File: config.mk
export PLATFORM = sky130hd
export DESIGN_NAME = riscv_dmem_arbiter
export DESIGN_NICKNAME = d
export VERILOG_FILES = /design/src/rtl/riscv_dmem_arbiter.sv
export SDC_FILE = /design/constraint.sdc
export NUM_CORES = 1
export LEC_CHECK = 0
export ABC_CLOCK_PERIOD_IN_PS = 5170
export CAP_MARGIN = 20
export CORE_AREA = 2 2 123 125
export DETAILED_ROUTE_END_ITERATION = 8
export DIE_AREA = 0 0 125 127
export HOLD_SLACK_MARGIN = 0.06
export PLACE_DENSITY = 0.5
export SYNTH_ARGS = -nofsm -noshare
export SYNTH_HDL_FRONTEND = slang
export SYNTH_SLANG_ARGS = --single-unit
File: constraint.sdc
create_clock -name clk_i -period 5.17 [get_ports clk_i]
set_clock_uncertainty 0.15 [all_clocks]
set_input_delay 1.034 -clock clk_i [delete_from_list [all_inputs] [get_ports clk_i]]
set_output_delay 1.034 -clock clk_i [all_outputs]
set_load 0.01 [all_outputs]
File: src/rtl/riscv_dmem_arbiter.sv
// Two-master arbiter for the data memory: core LSU vs debug port, round-robin
// priority, locked debug bursts, and one-cycle read-data return routing.
module riscv_dmem_arbiter #(
    parameter int XLEN      = 32,
    parameter int MAX_BURST = 8
) (
    input  logic            clk_i,
    input  logic            rst_i,

    input  logic            core_req_i,
    input  logic            core_we_i,
    input  logic [3:0]      core_be_i,
    input  logic [XLEN-1:0] core_addr_i,
    input  logic [XLEN-1:0] core_wdata_i,
    output logic            core_gnt_o,
    output logic            core_stall_o,
    output logic            core_rvalid_o,
    output logic [XLEN-1:0] core_rdata_o,

    input  logic            dbg_req_i,
    input  logic            dbg_we_i,
    input  logic [XLEN-1:0] dbg_addr_i,
    input  logic [XLEN-1:0] dbg_wdata_i,
    input  logic [3:0]      dbg_len_i,
    output logic            dbg_gnt_o,
    output logic            dbg_rvalid_o,
    output logic [XLEN-1:0] dbg_rdata_o,

    output logic            mem_en_o,
    output logic            mem_we_o,
    output logic [3:0]      mem_be_o,
    output logic [XLEN-1:0] mem_addr_o,
    output logic [XLEN-1:0] mem_wdata_o,
    input  logic [XLEN-1:0] mem_rdata_i
);

    typedef enum logic {
        ARB       = 1'b0,
        DBG_BURST = 1'b1
    } state_t;

    localparam logic [3:0] LEN_MAX = 4'(MAX_BURST - 1);

    state_t      r_state;
    state_t      w_state_nxt;
    logic        r_prio;
    logic        w_prio_nxt;
    logic [3:0]  r_beat_cnt;
    logic [3:0]  w_beat_cnt_nxt;
    logic        r_rsp_vld;
    logic        r_rsp_dbg;
    logic        w_rsp_vld_nxt;
    logic        w_rsp_dbg_nxt;
    logic        w_core_gnt;
    logic        w_dbg_gnt;
    logic [3:0]  w_len_clamp;

    assign w_len_clamp = (dbg_len_i > LEN_MAX) ? LEN_MAX : dbg_len_i;

    always_ff @(posedge clk_i) begin
        if (rst_i) begin
            r_state    <= ARB;
            r_prio     <= 1'b0;
            r_beat_cnt <= 4'd0;
            r_rsp_vld  <= 1'b0;
            r_rsp_dbg  <= 1'b0;
        end else begin
            r_state    <= w_state_nxt;
            r_prio     <= w_prio_nxt;
            r_beat_cnt <= w_beat_cnt_nxt;
            r_rsp_vld  <= w_rsp_vld_nxt;
            r_rsp_dbg  <= w_rsp_dbg_nxt;
        end
    end

    always_comb begin
        w_state_nxt    = r_state;
        w_prio_nxt     = r_prio;
        w_beat_cnt_nxt = r_beat_cnt;
        w_core_gnt     = 1'b0;
        w_dbg_gnt      = 1'b0;

        case (r_state)
            ARB: begin
                if (core_req_i && (!dbg_req_i || !r_prio)) begin
                    w_core_gnt = 1'b1;
                end else if (dbg_req_i) begin
                    w_dbg_gnt = 1'b1;
                end
                // The first beat is issued here; beat_cnt holds the beats still owed.
                if (w_dbg_gnt && (w_len_clamp != 4'd0)) begin
                    w_beat_cnt_nxt = w_len_clamp;
                    w_state_nxt    = DBG_BURST;
                end
            end
            DBG_BURST: begin
                if (dbg_req_i) begin
                    w_dbg_gnt      = 1'b1;
                    w_beat_cnt_nxt = r_beat_cnt - 4'd1;
                    if (r_beat_cnt == 4'd1) begin
                        w_state_nxt = ARB;
                    end
                end else begin
                    w_beat_cnt_nxt = 4'd0;
                    w_state_nxt    = ARB;
                end
            end
            default: begin
                w_state_nxt = ARB;
            end
        endcase

        if (w_core_gnt) begin
            w_prio_nxt = 1'b1;
        end
        if (w_dbg_gnt) begin
            w_prio_nxt = 1'b0;
        end
        if ((r_state == DBG_BURST) && (w_state_nxt == ARB)) begin
            w_prio_nxt = 1'b0;
        end

        if (rst_i) begin
            w_core_gnt = 1'b0;
            w_dbg_gnt  = 1'b0;
        end
    end

    always_comb begin
        w_rsp_vld_nxt = 1'b0;
        w_rsp_dbg_nxt = 1'b0;
        mem_en_o      = 1'b0;
        mem_we_o      = 1'b0;
        mem_be_o      = 4'h0;
        mem_addr_o    = '0;
        mem_wdata_o   = '0;

        if (w_core_gnt) begin
            mem_en_o      = 1'b1;
            mem_we_o      = core_we_i;
            mem_be_o      = core_be_i;
            mem_addr_o    = core_addr_i;
            mem_wdata_o   = core_wdata_i;
            w_rsp_vld_nxt = !core_we_i;
        end else if (w_dbg_gnt) begin
            mem_en_o      = 1'b1;
            mem_we_o      = dbg_we_i;
            mem_be_o      = 4'hF;
            mem_addr_o    = dbg_addr_i;
            mem_wdata_o   = dbg_wdata_i;
            w_rsp_vld_nxt = !dbg_we_i;
            w_rsp_dbg_nxt = 1'b1;
        end
    end

    assign core_gnt_o   = w_core_gnt;
    assign dbg_gnt_o    = w_dbg_gnt;
    assign core_stall_o = core_req_i & ~w_core_gnt;

    // A response captured just before reset must not leak out while reset is held.
    assign core_rvalid_o = r_rsp_vld & ~r_rsp_dbg & ~rst_i;
    assign dbg_rvalid_o  = r_rsp_vld &  r_rsp_dbg & ~rst_i;
    assign core_rdata_o  = core_rvalid_o ? mem_rdata_i : '0;
    assign dbg_rdata_o   = dbg_rvalid_o  ? mem_rdata_i : '0;

endmodule

==> impl_metrics.csv <==
group,metric,value,unit
critical_path,crit_required,3990,ps
critical_path,path_cells,"clkdlybuf4s50_1, nand2b_1, o211a_2, buf_12, a22o_1, clkdlybuf4s50_1",
critical_path,cp_slowest_cell,"o211a_2",
grt,overflow,0,
cells_and_area,synthToLayoutAreaGrowth,205,%
grt,grt_antenna_before_repair,0,
floorplan,core,0.0144,mm2
cells_and_area,n_fill_cell,1481,
timing,setup_viol,0,
floorplan,die_h,127,um
power,power.internal,418,uW
grt,grt_pass1_vias,2815,
critical_path,critPathLaunchType,"primary input",
floorplan,rows,44,
timing,max_freq,217,MHz
clock_tree,cts.sinks,8,
routing,dr.pass1.iters,4,
critical_path,rr_worst_depth,4,
floorplan,die_x,125,um
cells_and_area,finish.utilization,0.345,
power,p_leak,1.90,nW
critical_path,path_buf_inv,3,
cells_and_area,multi_input_comb_area,0.00129,mm2
hold_path,min_path_cells,1,
timing,hold-worst-slack,348,ps
clock_tree,clk_pin_slew,40,ps
power,p_total,590,uW
timing,maxSlewHeadroom,0.626,
critical_path,cp.depth,6,
critical_path,slowest_delay,600,ps
clock_tree,cts_tree,"done",
cells_and_area,post_layout_nonfiller_instances,692,
place,io_buffers,312,
floorplan,ioPinCount,313,
clock_tree,clkLatencyLatePin,240,ps
clock_tree,clockBufferDepth,2,
grt,grt_start_max_net_pins,74,
critical_path,cp_common_cell,"clkdlybuf4s50_1",
timing,fin_crit,4610,ps
place,place_congestion,0.919,
cells_and_area,mostFrequentLayoutCell,"clkdlybuf4s50_1",
routing,drc,0,
timing,rsz0062_at_grt,"no",
timing,fin_tns_setup,0,ps
critical_path,startpoint,"core_req_i",
clock_tree,clock_tree.htree_level_count,1,
routing,vias,2854,
critical_path,criticalPathCategory,"primary input to output port",
clock_tree,cts_hold_buf,0,
clock_tree,cts_resized,0,
synth,yosysUniqueCellTypes,35,
critical_path,cp_data_arrival_time,3430,ps
critical_path,r2r_slack,3080,ps
power,p_sw,172,uW
power,max-vdd-ir-drop,0.0000864,V
synth,synth_area,0.00164,mm2
clock_tree,cts_root_buf,"clkbuf_16",
floorplan,die_area,0.0159,mm2
clock_tree,numCtsBuffers,3,
timing,report.final.hold_viol_count,0,
grt,globalRouteTotalUtil,0.135,
routing,wirelength,11600,um
critical_path,rr_endpoint,"r_rsp_vld",
cells_and_area,diodes,0,
power,p_per_area,118,mW/mm2
synth,synth-seq-cells,8,
critical_path,path_delay_family,"buffers and inverters",
outcome,status,"finished clean",
timing,period_share,0.892,
critical_path,worstReg2RegStart,"r_prio",
power,power_frac_clock,0.226,
routing,viasPerCell,4.12,
critical_path,critPathMaxFanout,39,
synth,synthCells,212,
clock_tree,postCtsSetupRepairBufs,0,
power,pwr-share-seq,0.129,
cells_and_area,final_cell_mix,"312 x clkdlybuf4s50_1, 65 x a22o_1, 64 x and2_1",
power,swShare,0.291,
cells_and_area,layout-drive-gt1-share,0.0276,
routing,drtIter0Drc,37,
cells_and_area,seqCellArea,160,um2
hold_path,hp-class,"register to register",
critical_path,end_kind,"output port",
cells_and_area,nNetsFinal,686,
place,hpwl,10100,um
power,combPwrFrac,0.645,
job,maxCapViolCount,0,
synth,synthesis.nets,388,
synth,yosysWarnings,0,
floorplan,start_util,0.113,
synth,synth_area_per_cell,7.71,um2
routing,wl_per_cell,16.8,um
timing,tightest_slew,561,ps
timing,slew_violations,0,
grt,grt_pass1_wl,16800,um
place,dp_cells,689,
routing,postRouteAntennaNets,0,
synth,yosysSeqAreaShare,0.0979,
critical_path,endpoint,"mem_addr_o[30]",
-- kinds of logic (layout without fill, tap and decap cells) --
family / Yosys count / count (layout) / synth area share
buffers and inverters: 34 / 330 / 0.116
DFF: 8 / 8 / 0.0979
AOI/OAI and AO/OA: 87 / 87 / 0.461
adders and majority gates: 2 / 2 / 0.0153
xor gates and xnor gates: 1 / 1 / 0.00536
and+or+nand+nor: 80 / 80 / 0.304
-- layer usage --
metal	GRT usage	part of all wire	up-vias
met5	0	0	-
met4	0.0353	0.021	0
met3	0.0452	0.11	12
met2	0.270	0.54	203
met1	0.131	0.33	1255
li1	-	-	1384
-- cell type report --
class,count,share of cell area
timing repair buffer,318,0.641
inverter,9,0.00678
sequential,8,0.0321
clock buffer,3,0.0151
tap,184,0.0462
multi-input combinational,170,0.259
-- how the worst min path moves through the flow --
stage,endpoint,slack [ps],start
2_1_floorplan,r_beat_cnt[0],300,r_beat_cnt[0]
3_3_place_gp,r_beat_cnt[3],330,r_beat_cnt[3]
3_5_place_dp,r_beat_cnt[0],340,r_beat_cnt[0]
4_1_cts,r_beat_cnt[0],350,r_beat_cnt[0]
5_1_grt,r_beat_cnt[0],400,r_beat_cnt[0]
6_report,r_beat_cnt[0],350,r_beat_cnt[0]
-- flip-flops by register name, indices dropped and copies added (netlist names) --
register and cells:
r_beat_cnt 4, r_prio 1, r_rsp_dbg 1, r_rsp_vld 1, r_state 1
-- power by group through the flow --
stage	clock, mW	combinational (mW)	sequential, mW
finish	0.133	0.381	0.0762
global route	0.140	0.405	0.0775
CTS	0.135	0.386	0.0760
detailed placement	0	0.384	0.0770
floorplan	0	0.126	0.0752
global placement	0	0.385	0.0769
-- cell usage after synthesis --
cell type / instances / area [um2]
and2_1: 64 / 400
nand2b_1: 2 / 12.5
xor2_1: 1 / 8.76
and4_1: 1 / 8.76
nor3b_1: 1 / 7.51
nor2_1: 3 / 11.3
nor3_1: 1 / 5.00
nand4_1: 1 / 6.26
nand3b_1: 1 / 7.51
clkbuf_1: 15 / 56.3
inv_1: 9 / 33.8
o32ai_1: 2 / 17.5
buf_2: 2 / 10.0
a22o_2: 1 / 10.0
dfxtp_1: 8 / 160
a211oi_4: 1 / 20.0
a31oi_1: 4 / 25.0
nand3_1: 1 / 5.00
o211a_1: 2 / 20.0
a22o_1: 65 / 569
buf_6: 8 / 90.1
ha_1: 2 / 25.0
o2111ai_1: 1 / 8.76
and3_1: 1 / 6.26
a311o_1: 1 / 10.0
o22a_1: 1 / 8.76
or2_1: 1 / 6.26
a21o_1: 4 / 30.0
a21oi_1: 2 / 10.0
nor2b_1: 1 / 6.26
o311ai_0: 1 / 8.76
or2_2: 1 / 6.26
o21ai_0: 1 / 5.00
or4_1: 1 / 7.51
o2111a_1: 1 / 11.3
-- worst reg2reg max path, delay by kind of cell, from the launching register on --
kind,cells,cell delay [ps]
simple gates,1,370
flops,1,380
compound gates,2,820
buf+inv,1,290
-- metrics by stage --
| stage | cell area, um2 | worst slack, ps |
|---|---|---|
| floorplan | 1640 | 1840 |
| global placement | 4910 | 619 |
| detailed placement | 4910 | 563 |
| CTS | 4980 | 568 |
| global route | 4980 | 434 |
| finish | 4980 | 556 |
Power figures use the tool's default switching activity.
